===== src/rtl/mem_bus_pkg.sv =====
// Shared types and constants for the fetch/data memory bus arbiter.
// Imported by the arbiter top and its grant-select sub-module.
package mem_bus_pkg;

  typedef enum logic [1:0] {
    IDLE = 2'd0,
    REQ  = 2'd1,
    RESP = 2'd2,
    ACK  = 2'd3
  } state_e;

  typedef enum logic {
    OWNER_INSTR = 1'b0,
    OWNER_DATA  = 1'b1
  } owner_e;

  localparam logic [7:0] BUS_MASK_NONE = 8'h00;
  localparam logic [7:0] BUS_MASK_ALL  = 8'hFF;

endpackage


===== src/rtl/mem_bus_arbiter_if.sv =====
// External 64-bit memory bus: request channel out, accept/response channel in.
// The master modport is the arbiter side, the slave modport is the memory side.
interface mem_bus_arbiter_if #(
  parameter int unsigned ADDR_WIDTH = 64
) ();

  logic                  bus_valid_out;
  logic                  bus_write_out;
  logic [ADDR_WIDTH-1:0] bus_address_out;
  logic [63:0]           bus_write_value_out;
  logic [7:0]            bus_write_mask_out;
  logic                  bus_ready_in;
  logic                  bus_rvalid_in;
  logic [63:0]           bus_read_value_in;

  modport master (
    output bus_valid_out,
    output bus_write_out,
    output bus_address_out,
    output bus_write_value_out,
    output bus_write_mask_out,
    input  bus_ready_in,
    input  bus_rvalid_in,
    input  bus_read_value_in
  );

  modport slave (
    input  bus_valid_out,
    input  bus_write_out,
    input  bus_address_out,
    input  bus_write_value_out,
    input  bus_write_mask_out,
    output bus_ready_in,
    output bus_rvalid_in,
    output bus_read_value_in
  );

endinterface


===== src/rtl/mem_arb_select.sv =====
// Grant decision between fetch and data requesters, plus the fetch starvation counter.
// Data has fixed priority until it has won INSTR_STARVE_LIMIT grants over a waiting fetch.
module mem_arb_select
  import mem_bus_pkg::*;
#(
  parameter int unsigned INSTR_STARVE_LIMIT = 4
) (
  input  logic   clk,
  input  logic   rst_n,
  input  logic   instr_req_i,
  input  logic   data_req_i,
  input  logic   cnt_en_i,
  output owner_e grant_owner_o,
  output logic   grant_valid_o
);

  localparam logic [3:0] STARVE_LIMIT = 4'(INSTR_STARVE_LIMIT);

  logic [3:0] starve_cnt_q;
  logic [3:0] starve_cnt_d;
  logic       starve_hit;

  assign starve_hit = (starve_cnt_q == STARVE_LIMIT);

  // NOTE: every signal written in an always_comb gets a default first, so no path leaves it unassigned and no latch is inferred.
  always_comb begin
    grant_valid_o = instr_req_i | data_req_i;
    grant_owner_o = OWNER_DATA;
    if (!data_req_i || (starve_hit && instr_req_i)) begin
      grant_owner_o = OWNER_INSTR;
    end
  end

  // Count only while fetch is actually waiting; any idle moment without a fetch resets the debt.
  always_comb begin
    starve_cnt_d = starve_cnt_q;
    if (cnt_en_i) begin
      if (!instr_req_i || grant_owner_o == OWNER_INSTR) begin
        starve_cnt_d = '0;
      end else if (data_req_i && !starve_hit) begin
        starve_cnt_d = starve_cnt_q + 4'd1;
      end
    end
  end

  // NOTE: state registers use non-blocking assignments so every flop samples pre-edge values regardless of block order.
  always_ff @(posedge clk or negedge rst_n) begin
    if (!rst_n) begin
      starve_cnt_q <= '0;
    end else begin
      starve_cnt_q <= starve_cnt_d;
    end
  end

endmodule


===== src/rtl/mem_bus_arbiter.sv =====
// Shares one external 64-bit memory bus between instruction fetch and the mem-stage data port.
// One transaction in flight; IDLE -> REQ -> RESP -> ACK, with all bus outputs from grant-time registers.
module mem_bus_arbiter
  import mem_bus_pkg::*;
#(
  parameter int unsigned INSTR_STARVE_LIMIT = 4,
  parameter int unsigned ADDR_WIDTH         = 64
) (
  input  logic                  clk,
  input  logic                  rst_n,

  input  logic                  instr_read_in,
  input  logic [ADDR_WIDTH-1:0] instr_address_in,
  output logic                  instr_ready_out,
  output logic [63:0]           instr_read_value_out,

  input  logic                  data_read_in,
  input  logic                  data_write_in,
  input  logic [ADDR_WIDTH-1:0] data_address_in,
  input  logic [63:0]           data_write_value_in,
  input  logic [7:0]            data_write_mask_in,
  output logic                  data_ready_out,
  output logic [63:0]           data_read_value_out,

  mem_bus_arbiter_if.master     bus
);

  localparam logic [1:0] S_IDLE = IDLE;
  localparam logic [1:0] S_REQ  = REQ;
  localparam logic [1:0] S_RESP = RESP;
  localparam logic [1:0] S_ACK  = ACK;

  logic [1:0]            state_q,    state_d;
  owner_e                owner_q,    owner_d;
  logic [ADDR_WIDTH-1:0] addr_q,     addr_d;
  logic                  write_q,    write_d;
  logic [63:0]           wdata_q,    wdata_d;
  logic [7:0]            mask_q,     mask_d;
  logic [63:0]           instr_rv_q, instr_rv_d;
  logic [63:0]           data_rv_q,  data_rv_d;

  logic   data_req;
  logic   grant_valid;
  owner_e grant_owner;

  assign data_req = data_read_in | data_write_in;

  mem_arb_select #(
    .INSTR_STARVE_LIMIT (INSTR_STARVE_LIMIT)
  ) u_select (
    .clk           (clk),
    .rst_n         (rst_n),
    .instr_req_i   (instr_read_in),
    .data_req_i    (data_req),
    .cnt_en_i      (state_q == S_IDLE),
    .grant_owner_o (grant_owner),
    .grant_valid_o (grant_valid)
  );

  always_comb begin
    state_d    = state_q;
    owner_d    = owner_q;
    addr_d     = addr_q;
    write_d    = write_q;
    wdata_d    = wdata_q;
    mask_d     = mask_q;
    instr_rv_d = instr_rv_q;
    data_rv_d  = data_rv_q;

    case (state_q)
      S_IDLE: begin
        if (grant_valid) begin
          state_d = S_REQ;
          owner_d = grant_owner;
          if (grant_owner == OWNER_DATA) begin
            // A simultaneous read+write is issued as the write.
            addr_d  = data_address_in;
            write_d = data_write_in;
            wdata_d = data_write_in ? data_write_value_in : 64'd0;
            mask_d  = data_write_in ? data_write_mask_in  : BUS_MASK_NONE;
          end else begin
            addr_d  = instr_address_in;
            write_d = 1'b0;
            wdata_d = 64'd0;
            mask_d  = BUS_MASK_NONE;
          end
        end
      end

      S_REQ: begin
        if (bus.bus_ready_in) begin
          state_d = S_RESP;
        end
      end

      S_RESP: begin
        if (bus.bus_rvalid_in) begin
          state_d = S_ACK;
          if (!write_q) begin
            if (owner_q == OWNER_DATA) begin
              data_rv_d = bus.bus_read_value_in;
            end else begin
              instr_rv_d = bus.bus_read_value_in;
            end
          end
        end
      end

      S_ACK: begin
        state_d = S_IDLE;
      end

      default: begin
        state_d = S_IDLE;
      end
    endcase
  end

  // Read value registers are reset too: outputs must read zero after reset, not stale data.
  always_ff @(posedge clk or negedge rst_n) begin
    if (!rst_n) begin
      state_q    <= S_IDLE;
      owner_q    <= OWNER_INSTR;
      addr_q     <= '0;
      write_q    <= 1'b0;
      wdata_q    <= 64'd0;
      mask_q     <= BUS_MASK_NONE;
      instr_rv_q <= 64'd0;
      data_rv_q  <= 64'd0;
    end else begin
      state_q    <= state_d;
      owner_q    <= owner_d;
      addr_q     <= addr_d;
      write_q    <= write_d;
      wdata_q    <= wdata_d;
      mask_q     <= mask_d;
      instr_rv_q <= instr_rv_d;
      data_rv_q  <= data_rv_d;
    end
  end

  assign bus.bus_valid_out       = (state_q == S_REQ);
  assign bus.bus_write_out       = write_q;
  assign bus.bus_address_out     = addr_q;
  assign bus.bus_write_value_out = wdata_q;
  assign bus.bus_write_mask_out  = mask_q;

  assign instr_ready_out      = (state_q == S_ACK) && (owner_q == OWNER_INSTR);
  assign data_ready_out       = (state_q == S_ACK) && (owner_q == OWNER_DATA);
  assign instr_read_value_out = instr_rv_q;
  assign data_read_value_out  = data_rv_q;

endmodule

===== src/flat_wrapper.sv =====
// flat-port wrapper written by rule: the top's interface ports become plain ports
module mem_bus_arbiter_flat import mem_bus_pkg::*;
#(
  parameter int unsigned INSTR_STARVE_LIMIT = 4,
  parameter int unsigned ADDR_WIDTH         = 64
)
  (clk, rst_n, instr_read_in, instr_address_in, instr_ready_out, instr_read_value_out, data_read_in, data_write_in, data_address_in, data_write_value_in, data_write_mask_in, data_ready_out, data_read_value_out, bus_bus_valid_out, bus_bus_write_out, bus_bus_address_out, bus_bus_write_value_out, bus_bus_write_mask_out, bus_bus_ready_in, bus_bus_rvalid_in, bus_bus_read_value_in);
  mem_bus_arbiter_if #(.ADDR_WIDTH(ADDR_WIDTH)) bus_i ();
  input  logic clk;
  input  logic rst_n;
  input  logic instr_read_in;
  input  logic [ADDR_WIDTH-1:0] instr_address_in;
  output logic instr_ready_out;
  output logic [63:0] instr_read_value_out;
  input  logic data_read_in;
  input  logic data_write_in;
  input  logic [ADDR_WIDTH-1:0] data_address_in;
  input  logic [63:0] data_write_value_in;
  input  logic [7:0] data_write_mask_in;
  output logic data_ready_out;
  output logic [63:0] data_read_value_out;
  output wire logic [$bits(bus_i.bus_valid_out)-1:0] bus_bus_valid_out;
  output wire logic [$bits(bus_i.bus_write_out)-1:0] bus_bus_write_out;
  output wire logic [$bits(bus_i.bus_address_out)-1:0] bus_bus_address_out;
  output wire logic [$bits(bus_i.bus_write_value_out)-1:0] bus_bus_write_value_out;
  output wire logic [$bits(bus_i.bus_write_mask_out)-1:0] bus_bus_write_mask_out;
  input wire logic [$bits(bus_i.bus_ready_in)-1:0] bus_bus_ready_in;
  input wire logic [$bits(bus_i.bus_rvalid_in)-1:0] bus_bus_rvalid_in;
  input wire logic [$bits(bus_i.bus_read_value_in)-1:0] bus_bus_read_value_in;
  assign bus_bus_valid_out = bus_i.bus_valid_out;
  assign bus_bus_write_out = bus_i.bus_write_out;
  assign bus_bus_address_out = bus_i.bus_address_out;
  assign bus_bus_write_value_out = bus_i.bus_write_value_out;
  assign bus_bus_write_mask_out = bus_i.bus_write_mask_out;
  assign bus_i.bus_ready_in = bus_bus_ready_in;
  assign bus_i.bus_rvalid_in = bus_bus_rvalid_in;
  assign bus_i.bus_read_value_in = bus_bus_read_value_in;
  mem_bus_arbiter #(.INSTR_STARVE_LIMIT(INSTR_STARVE_LIMIT), .ADDR_WIDTH(ADDR_WIDTH)) u_core (.clk(clk), .rst_n(rst_n), .instr_read_in(instr_read_in), .instr_address_in(instr_address_in), .instr_ready_out(instr_ready_out), .instr_read_value_out(instr_read_value_out), .data_read_in(data_read_in), .data_write_in(data_write_in), .data_address_in(data_address_in), .data_write_value_in(data_write_value_in), .data_write_mask_in(data_write_mask_in), .data_ready_out(data_ready_out), .data_read_value_out(data_read_value_out), .bus(bus_i));
endmodule

===== config.mk =====
export PLATFORM = sky130hd
export DESIGN_NAME = mem_bus_arbiter_flat
export DESIGN_NICKNAME = d
export VERILOG_FILES = /design/src/rtl/mem_bus_pkg.sv /design/src/rtl/mem_bus_arbiter_if.sv /design/src/rtl/mem_arb_select.sv /design/src/rtl/mem_bus_arbiter.sv /design/src/flat_wrapper.sv
export SDC_FILE = /design/constraint.sdc
export NUM_CORES = 1
export LEC_CHECK = 0
export BUFFER_PORTS_ARGS = -buffer_cell sky130_fd_sc_hd__buf_2
export CORE_AREA = 2 2 245 186
export CTS_CLUSTER_DIAMETER = 100
export CTS_CLUSTER_SIZE = 24
export DETAILED_ROUTE_END_ITERATION = 16
export DIE_AREA = 0 0 247 188
export PLACE_DENSITY_LB_ADDON = 0.1
export SETUP_SLACK_MARGIN = 0.05
export SYNTH_ARGS = -nofsm -noshare
export SYNTH_HDL_FRONTEND = slang
export SYNTH_SLANG_ARGS = --single-unit
export TNS_END_PERCENT = 1

===== constraint.sdc =====
create_clock -name clk -period 1.8 [get_ports clk]
set_clock_uncertainty 0.1 [all_clocks]
set_input_delay 0.09 -clock clk [delete_from_list [all_inputs] [get_ports clk]]
set_output_delay 0.09 -clock clk [all_outputs]
set_load 0.1 [all_outputs]

==> results of run 1 <==
[registers in the layout, indices dropped and copies added, names as in the netlist]
register	cells
u_core.u_select.starve_cnt_q	4
u_core.state_q	2
u_core.owner_q	1
u_core.bus.bus_address_out	64
u_core.bus.bus_write_out	1
u_core.bus.bus_write_mask_out	8
u_core.instr_read_value_out	64
u_core.data_read_value_out	64
u_core.bus.bus_write_value_out	64
[cell usage in the layout, fill, tap and decap left out, types with 3 or more instances in the layout]
cell             n
a31oi_2          3
buf_4           26
a22o_1          72
mux2_4          23
buf_6            5
ha_1             3
dlygate4sd3_1  269
a31oi_1         61
a21oi_1         64
o21ai_1          9
buf_2          534
nand2_1          3
inv_2            4
nor2_1          64
nand4_1          3
mux2_2         100
buf_12          25
dfrtp_1        271
o21ai_0         55
clkbuf_16       18
mux2_1           6
[final cells by class]
class	count	share of cell area, %
antenna	2	0.0277
clock buffer	18	2.25
clock inverter	2	0.0968
inverter	6	0.125
multi-input combinational	497	21.3
sequential	272	37.6
tap	586	4.05
timing repair buffer	864	34.5
[layer usage]
layer	vias to the layer above	global-route usage (%)	part of all wire, %
li1	4695	-	-
met1	4980	21.7	42
met2	383	27.3	48
met3	51	3.88	6.9
met4	2	4.15	2.3
met5	-	0	0.032
[critical path, cell delays in order (launching register included)]
cell and delay [ns]:
dfrtp_1 0.44, buf_4 0.16, ha_1 0.17, and2_1 0.16
buf_6 0.18
[timing repair]
item                                    in CTS  in global routing
gates resized for setup                     13                 35
pin swaps                                    0                  4
setup buffers                                1                  2
endpoints found under the setup margin     191                256
endpoints found under the hold margin      542                  0
hold buffers                               269                  0
cloned                                       0                  3
[path summary, 6_finish.rpt]
check	startpoint	endpoint	slack, ns	cells past startpoint
hold reg to reg	u_core.instr_read_value_out[45]$_DFFE_PN0P_	u_core.instr_read_value_out[45]$_DFFE_PN0P_	0.39	1
min in group asynchronous	rst_n	u_core.data_read_value_out[51]$_DFFE_PN0P_	0.54	3
hold / removal	data_read_in	u_core.bus.bus_address_out[58]$_DFFE_PN0P_	0.13	4
max in group asynchronous	rst_n	u_core.data_read_value_out[17]$_DFFE_PN0P_	0.45	4
setup reg to reg	u_core.state_q[0]$_DFFE_PN0P_	u_core.state_q[1]$_DFFE_PN0P_	0.01	5
setup / recovery	u_core.state_q[1]$_DFFE_PN0P_	data_ready_out	-0.01	4
[per-stage QoR]
| step | TNS, ns | util, % |
|---|---|---|
| after floorplan | -7.38 | - |
| after global placement | -0.553 | 33.2 |
| after detailed placement | -1.13 | 33.2 |
| after CTS | -0.483 | 40.4 |
| after global routing | -3.91 | 40.9 |
| final | -0.0170 | 40.9 |
[cells by family (layout without fill, tap and decap cells)]
logic type | count (synthesis) | count (layout) | synth area share, %
AOI/OAI and AO/OA | 273 | 273 | 16.1
DFF | 272 | 272 | 62.4
muxes | 130 | 130 | 13.4
and+or+nand+nor | 87 | 87 | 3.58
buffers and inverters | 79 | 890 | 3.75
adders and majority gates | 7 | 7 | 0.802
other | 0 | 2 | 0
==> results.sh, run 1 <==
export IMPL_status="finished with violations"
export IMPL_violations="setup timing"
export IMPL_final_nets=1934
export IMPL_die_h_um=188
export IMPL_path_clk_slew_ns=0.10
export IMPL_drc=0
export IMPL_place_gp_congestion=0.767
export IMPL_postRouteAntennaNets=0
export IMPL_grt_pass1_wl_um=60900
export IMPL_syn_cell_area_um2=10900
export IMPL_finalCritPeriodShare_pct=101
export IMPL_dr_pass1_iters=4
export IMPL_async_flop_share_pct=100
export IMPL_yosysMostFrequentCell="dfrtp_1"
export IMPL_synth_area_leaders="dfrtp_1 (62%), mux2_2 (12%), a22o_1 (5.8%)"
export IMPL_timing_final_ws_setup_ns=-0.0115
export IMPL_vias_per_cell=4.50
export IMPL_yosysWarnings=0
export IMPL_core_um2=44200
export IMPL_syn_instance_count=848
export IMPL_syn_nets=1126
export IMPL_cts_buffers=15
export IMPL_start_kind="flop"
export IMPL_nFillCells=4277
export IMPL_hold_viol_final=0
export IMPL_root_buffer="clkbuf_16"
export IMPL_htreeDepth=1
export IMPL_routed_wl_um=40600
export IMPL_end_kind="output port"
export IMPL_slew_viol_final=0
export IMPL_period_needed_ns=1.81
export IMPL_min_path_type="input port to flop"
export IMPL_maxCapViolations=0
export IMPL_syn_avg_cell_area_um2=12.9
export IMPL_worst_slew_pin_slew_ns=0.578
export IMPL_synth_cell_types=39
export IMPL_synth_edff_count=0
export IMPL_vias=10111
export IMPL_antenna_found_initial=4
export IMPL_place_detailed_hpwl_um=27800
export IMPL_seq_area_frac_synth_pct=62.4
export IMPL_drive_above_1_share_pct=45.6
export IMPL_fp_row_count=67
export IMPL_cts_sinks=272
export IMPL_cp_arrival_ns=1.62
export IMPL_synth_seq_cells=272
export IMPL_netlist_top_cells_count="dfrtp_1 (272), mux2_2 (121), a22o_1 (72)"
export IMPL_numPortBuffers=538
export IMPL_rsz0062_at_grt="yes"
export IMPL_ioPinCount=539
export IMPL_fin_area_um2=18100
export IMPL_syn_to_final_growth_pct=65.7
export IMPL_dpl_cell_area_um2=14700
export IMPL_cp_required_ns=1.61
export IMPL_synth_ff_type="dfrtp_1"
export IMPL_fmax_ghz=0.552
export IMPL_final_cells=2247
export IMPL_start_util_pct=24.7
export IMPL_seq_area_um2=6810
export IMPL_clock_path_buffers=3
export IMPL_whs_ns=0.128
export IMPL_clk_latency_ns=0.51
export IMPL_worstSetupPathType="flop to output port"
export IMPL_synth_top_area_cell="dfrtp_1"
export IMPL_multi_input_area_um2=3860
export IMPL_final_setup_viol_count=2
export IMPL_critPathMaxFanout=3
export IMPL_grt_overflow=0
export IMPL_die_area_um2=46400
export IMPL_grt_total_usage_pct=16.5
export IMPL_grt_pass1_vias=10593
export IMPL_placed_cells=1950
export IMPL_drt_initial_drc_count=496
export IMPL_wire_per_inst_um=18.0
export IMPL_synth_top_area_share_pct=62.4
export IMPL_die_width_um=247
export IMPL_grt_max_degree=65
export IMPL_cts_tree="yes"
export IMPL_relSlewSlack_pct=61.5
export IMPL_post_place_ws_ns=-0.0407
Power of run 1 is not shown: default switching activity piles up to over one toggle a cycle in this logic, so the estimate is an artifact.
==> run 2, diff against run 1 <==
--- a/config.mk
+++ b/config.mk
@@ -5,12 +5,13 @@
 export SDC_FILE = /design/constraint.sdc
 export NUM_CORES = 1
 export LEC_CHECK = 0
+export ABC_AREA = 1
 export BUFFER_PORTS_ARGS = -buffer_cell sky130_fd_sc_hd__buf_2
-export CORE_AREA = 2 2 245 186
+export CORE_AREA = 2 2 259 197
 export CTS_CLUSTER_DIAMETER = 100
 export CTS_CLUSTER_SIZE = 24
 export DETAILED_ROUTE_END_ITERATION = 16
-export DIE_AREA = 0 0 247 188
+export DIE_AREA = 0 0 261 199
 export PLACE_DENSITY_LB_ADDON = 0.1
 export SETUP_SLACK_MARGIN = 0.05
 export SYNTH_ARGS = -nofsm -noshare
==> run 2 against run 1 <==
  * Synthesized cell count rose by 85%
  * Register-to-register slack barely moved
  * Critical path depth rose by 7
  * Synthesized area rose by 12%
  * The flow now finishes without violations
  * Largest cell class is now buffers
  * Global-route usage rose by 0.89 points
  * Wire length rose by 38%
  * Hold slack improved by 0.0014 ns
  * Fmax rose by 1.5%
  * Die area rose by 12%
  * First-iteration DRC count rose by 49%
  * Highest routed layer unchanged
  * Core utilization rose by 1.2 points
==> results.sh, run 2 <==
export IMPL_synth_top_area_cell="dfrtp_1"
export IMPL_die_h_um=199
export IMPL_final_cell_mix="nand2_1 (624), buf_2 (534), dlygate4sd3_1 (270), dfrtp_1 (270), inv_1 (203)"
export IMPL_yosysWarnings=0
export IMPL_post_place_ws_ns=0.00969
export IMPL_postRouteAntennaNets=0
export IMPL_core_um2=49600
export IMPL_grt_pass1_wl_um=71200
export IMPL_synth_top_area_share_pct=55.7
export IMPL_final_common_cell="nand2_1"
export IMPL_routed_wl_um=56100
export IMPL_crit_family="buffers and inverters"
export IMPL_r2r_start="u_core.state_q[0]$_DFFE_PN0P_"
export IMPL_cts_sinks=272
export IMPL_fmax_ghz=0.560
export IMPL_syn_cell_area_um2=12200
export IMPL_place_gp_congestion=0.785
export IMPL_async_flop_share_pct=100
export IMPL_root_buffer="clkbuf_16"
export IMPL_place_detailed_hpwl_um=32900
export IMPL_worstSetupPathType="flop to flop"
export IMPL_synth_area_leaders="dfrtp_1 (56%), nand2_1 (19%), inv_1 (6.4%)"
export IMPL_clock_path_buffers=3
export IMPL_path_depth=11
export IMPL_grt_overflow=0
export IMPL_end_kind="flop"
export IMPL_cp_arrival_ns=2.16
export IMPL_die_width_um=261
export IMPL_numPortBuffers=538
export IMPL_cp_slowest_cell="dfrtp_1"
export IMPL_worst_slew_pin_slew_ns=0.776
export IMPL_cp_required_ns=2.18
export IMPL_grt_pass1_vias=12682
export IMPL_die_area_um2=51900
export IMPL_cts_tree="yes"
export IMPL_final_setup_viol_count=0
export IMPL_r2r_slack_ns=0.02
export IMPL_ioPinCount=539
export IMPL_final_cells=3087
export IMPL_cp_num_buf_inv=7
export IMPL_syn_avg_cell_area_um2=7.81
export IMPL_syn_nets=1843
export IMPL_cp_endpoint="u_core.bus.bus_address_out[40]$_DFFE_PN0P_"
export IMPL_status="completed"
export IMPL_netlist_top_cells_count="nand2_1 (631), dfrtp_1 (272), inv_1 (209)"
export IMPL_min_path_type="input port to asynchronous set/reset pin"
export IMPL_drive_above_1_share_pct=29.6
export IMPL_path_cells="inv_2 > buf_6 > ha_4 > inv_4 > nor2_8 > buf_12 > buf_12 > buf_12 > buf_8 > nand3_1 > nand2_1"
export IMPL_synth_edff_count=0
export IMPL_antenna_found_initial=3
export IMPL_rsz0062_at_grt="yes"
export IMPL_max_stage_delay_ns=0.41
export IMPL_htreeDepth=1
export IMPL_synth_seq_cells=272
export IMPL_clk_latency_ns=0.53
export IMPL_nFillCells=5138
export IMPL_final_nets=2703
export IMPL_start_kind="flop"
export IMPL_seq_area_frac_synth_pct=55.7
export IMPL_critPathMaxFanout=7
export IMPL_dr_pass1_iters=5
export IMPL_path_clk_slew_ns=0.11
export IMPL_r2r_cells=11
export IMPL_cts_buffers=16
export IMPL_fp_row_count=71
export IMPL_yosysMostFrequentCell="nand2_1"
export IMPL_syn_to_final_growth_pct=71.0
export IMPL_grt_max_degree=73
export IMPL_drc=0
export IMPL_timing_final_ws_setup_ns=0.0156
export IMPL_grt_total_usage_pct=17.4
export IMPL_drt_initial_drc_count=739
export IMPL_maxCapViolations=0
export IMPL_relSlewSlack_pct=48.3
export IMPL_period_needed_ns=1.78
export IMPL_finalCritPeriodShare_pct=99.1
export IMPL_whs_ns=0.129
export IMPL_slew_viol_final=0
export IMPL_vias=13196
export IMPL_synth_cell_types=19
export IMPL_syn_instance_count=1565
export IMPL_vias_per_cell=4.27
export IMPL_start_util_pct=24.7
export IMPL_worstReg2RegEnd="u_core.bus.bus_address_out[40]$_DFFE_PN0P_"
export IMPL_seq_area_um2=6810
export IMPL_placed_cells=2715
export IMPL_synth_ff_type="dfrtp_1"
export IMPL_path_common_cell="buf_12"
export IMPL_hold_viol_final=0
export IMPL_crit_start="u_core.state_q[0]$_DFFE_PN0P_"
export IMPL_multi_input_area_um2=4400
export IMPL_wire_per_inst_um=18.2
[run 2: cell count changes in the layout (fill, tap and decap cells not counted), moves of 23 or more]
cell and change:
nand2_1 +621, nand3_1 +124, a31oi_1 -61, inv_1 +201, mux2_4 -23, a21oi_1 -64
o21ai_0 +57, a22o_1 -72, clkbuf_16 +36, mux2_2 -100
[run 2: kinds of logic after synthesis]
group           count (synthesis)  share of synthesized area [%]
simple gates                  845                           27.5
buf+inv                       306                           10.5
xor+xnor                        2                          0.143
fa+ha+maj                       7                          0.716
flops                         272                           55.7
compound gates                133                           5.45
[run 2: worst reg2reg max path: cells and delay by family (launching register included)]
kind	cells	cell delay, ns
fa+ha+maj	1	0.14
simple gates	3	0.29
buf+inv	7	0.80
flops	1	0.41
[run 2: stage by stage]
step | cell area [um2] | util [%] | TNS (ns)
4_1_cts | 19200 | 38.7 | 0
5_1_grt | 20900 | 42.2 | -0.746
6_report | 20900 | 42.2 | 0
3_5_place_dp | 15900 | 32.1 | 0
2_1_floorplan | 12200 | - | -20.92
3_3_place_gp | 15900 | 32.1 | 0
[run 2: final cells by class]
class	instances	share of cell area [%]
clock buffer	17	2.04
multi-input combinational	993	21.1
timing repair buffer	928	36.1
antenna	2	0.0239
sequential	272	32.6
tap	657	3.93
inverter	211	3.88
timing repair inverter	3	0.126
clock inverter	4	0.251
[run 2: repair_timing]
action                     CTS  global route
pin swaps                    0            16
resized for setup           10            91
setup endpoints to repair  119           270
buffers inserted             0            16
hold endpoints to repair   543             0
hold buffers               271             0
gates cloned                 0            62
[run 2: worst min path at each step]
stage                      from                                           to  slack (ns)  cells past startpoint
after global routing      rst_n  u_core.instr_read_value_out[21]$_DFFE_PN0P_        0.15                      3
final                     rst_n  u_core.instr_read_value_out[21]$_DFFE_PN0P_        0.13                      3
after CTS                 rst_n  u_core.instr_read_value_out[35]$_DFFE_PN0P_        0.13                      3
after detailed placement  rst_n  u_core.instr_read_value_out[21]$_DFFE_PN0P_       -0.06                      1
after global placement    rst_n  u_core.instr_read_value_out[21]$_DFFE_PN0P_       -0.07                      1
after floorplan           rst_n    u_core.bus.bus_address_out[0]$_DFFE_PN0P_       -0.31                      0
[run 2: metal layers]
layer  share of wire [%]  track usage (%)  up-vias
met1                  45             22.2     6330
met5               0.023                0        -
met2                  48             30.1      338
met4                 2.6             4.99        2
met3                 4.6             3.20       74
li1                    -                -     6452
Power of run 2 is left out for the same reason.
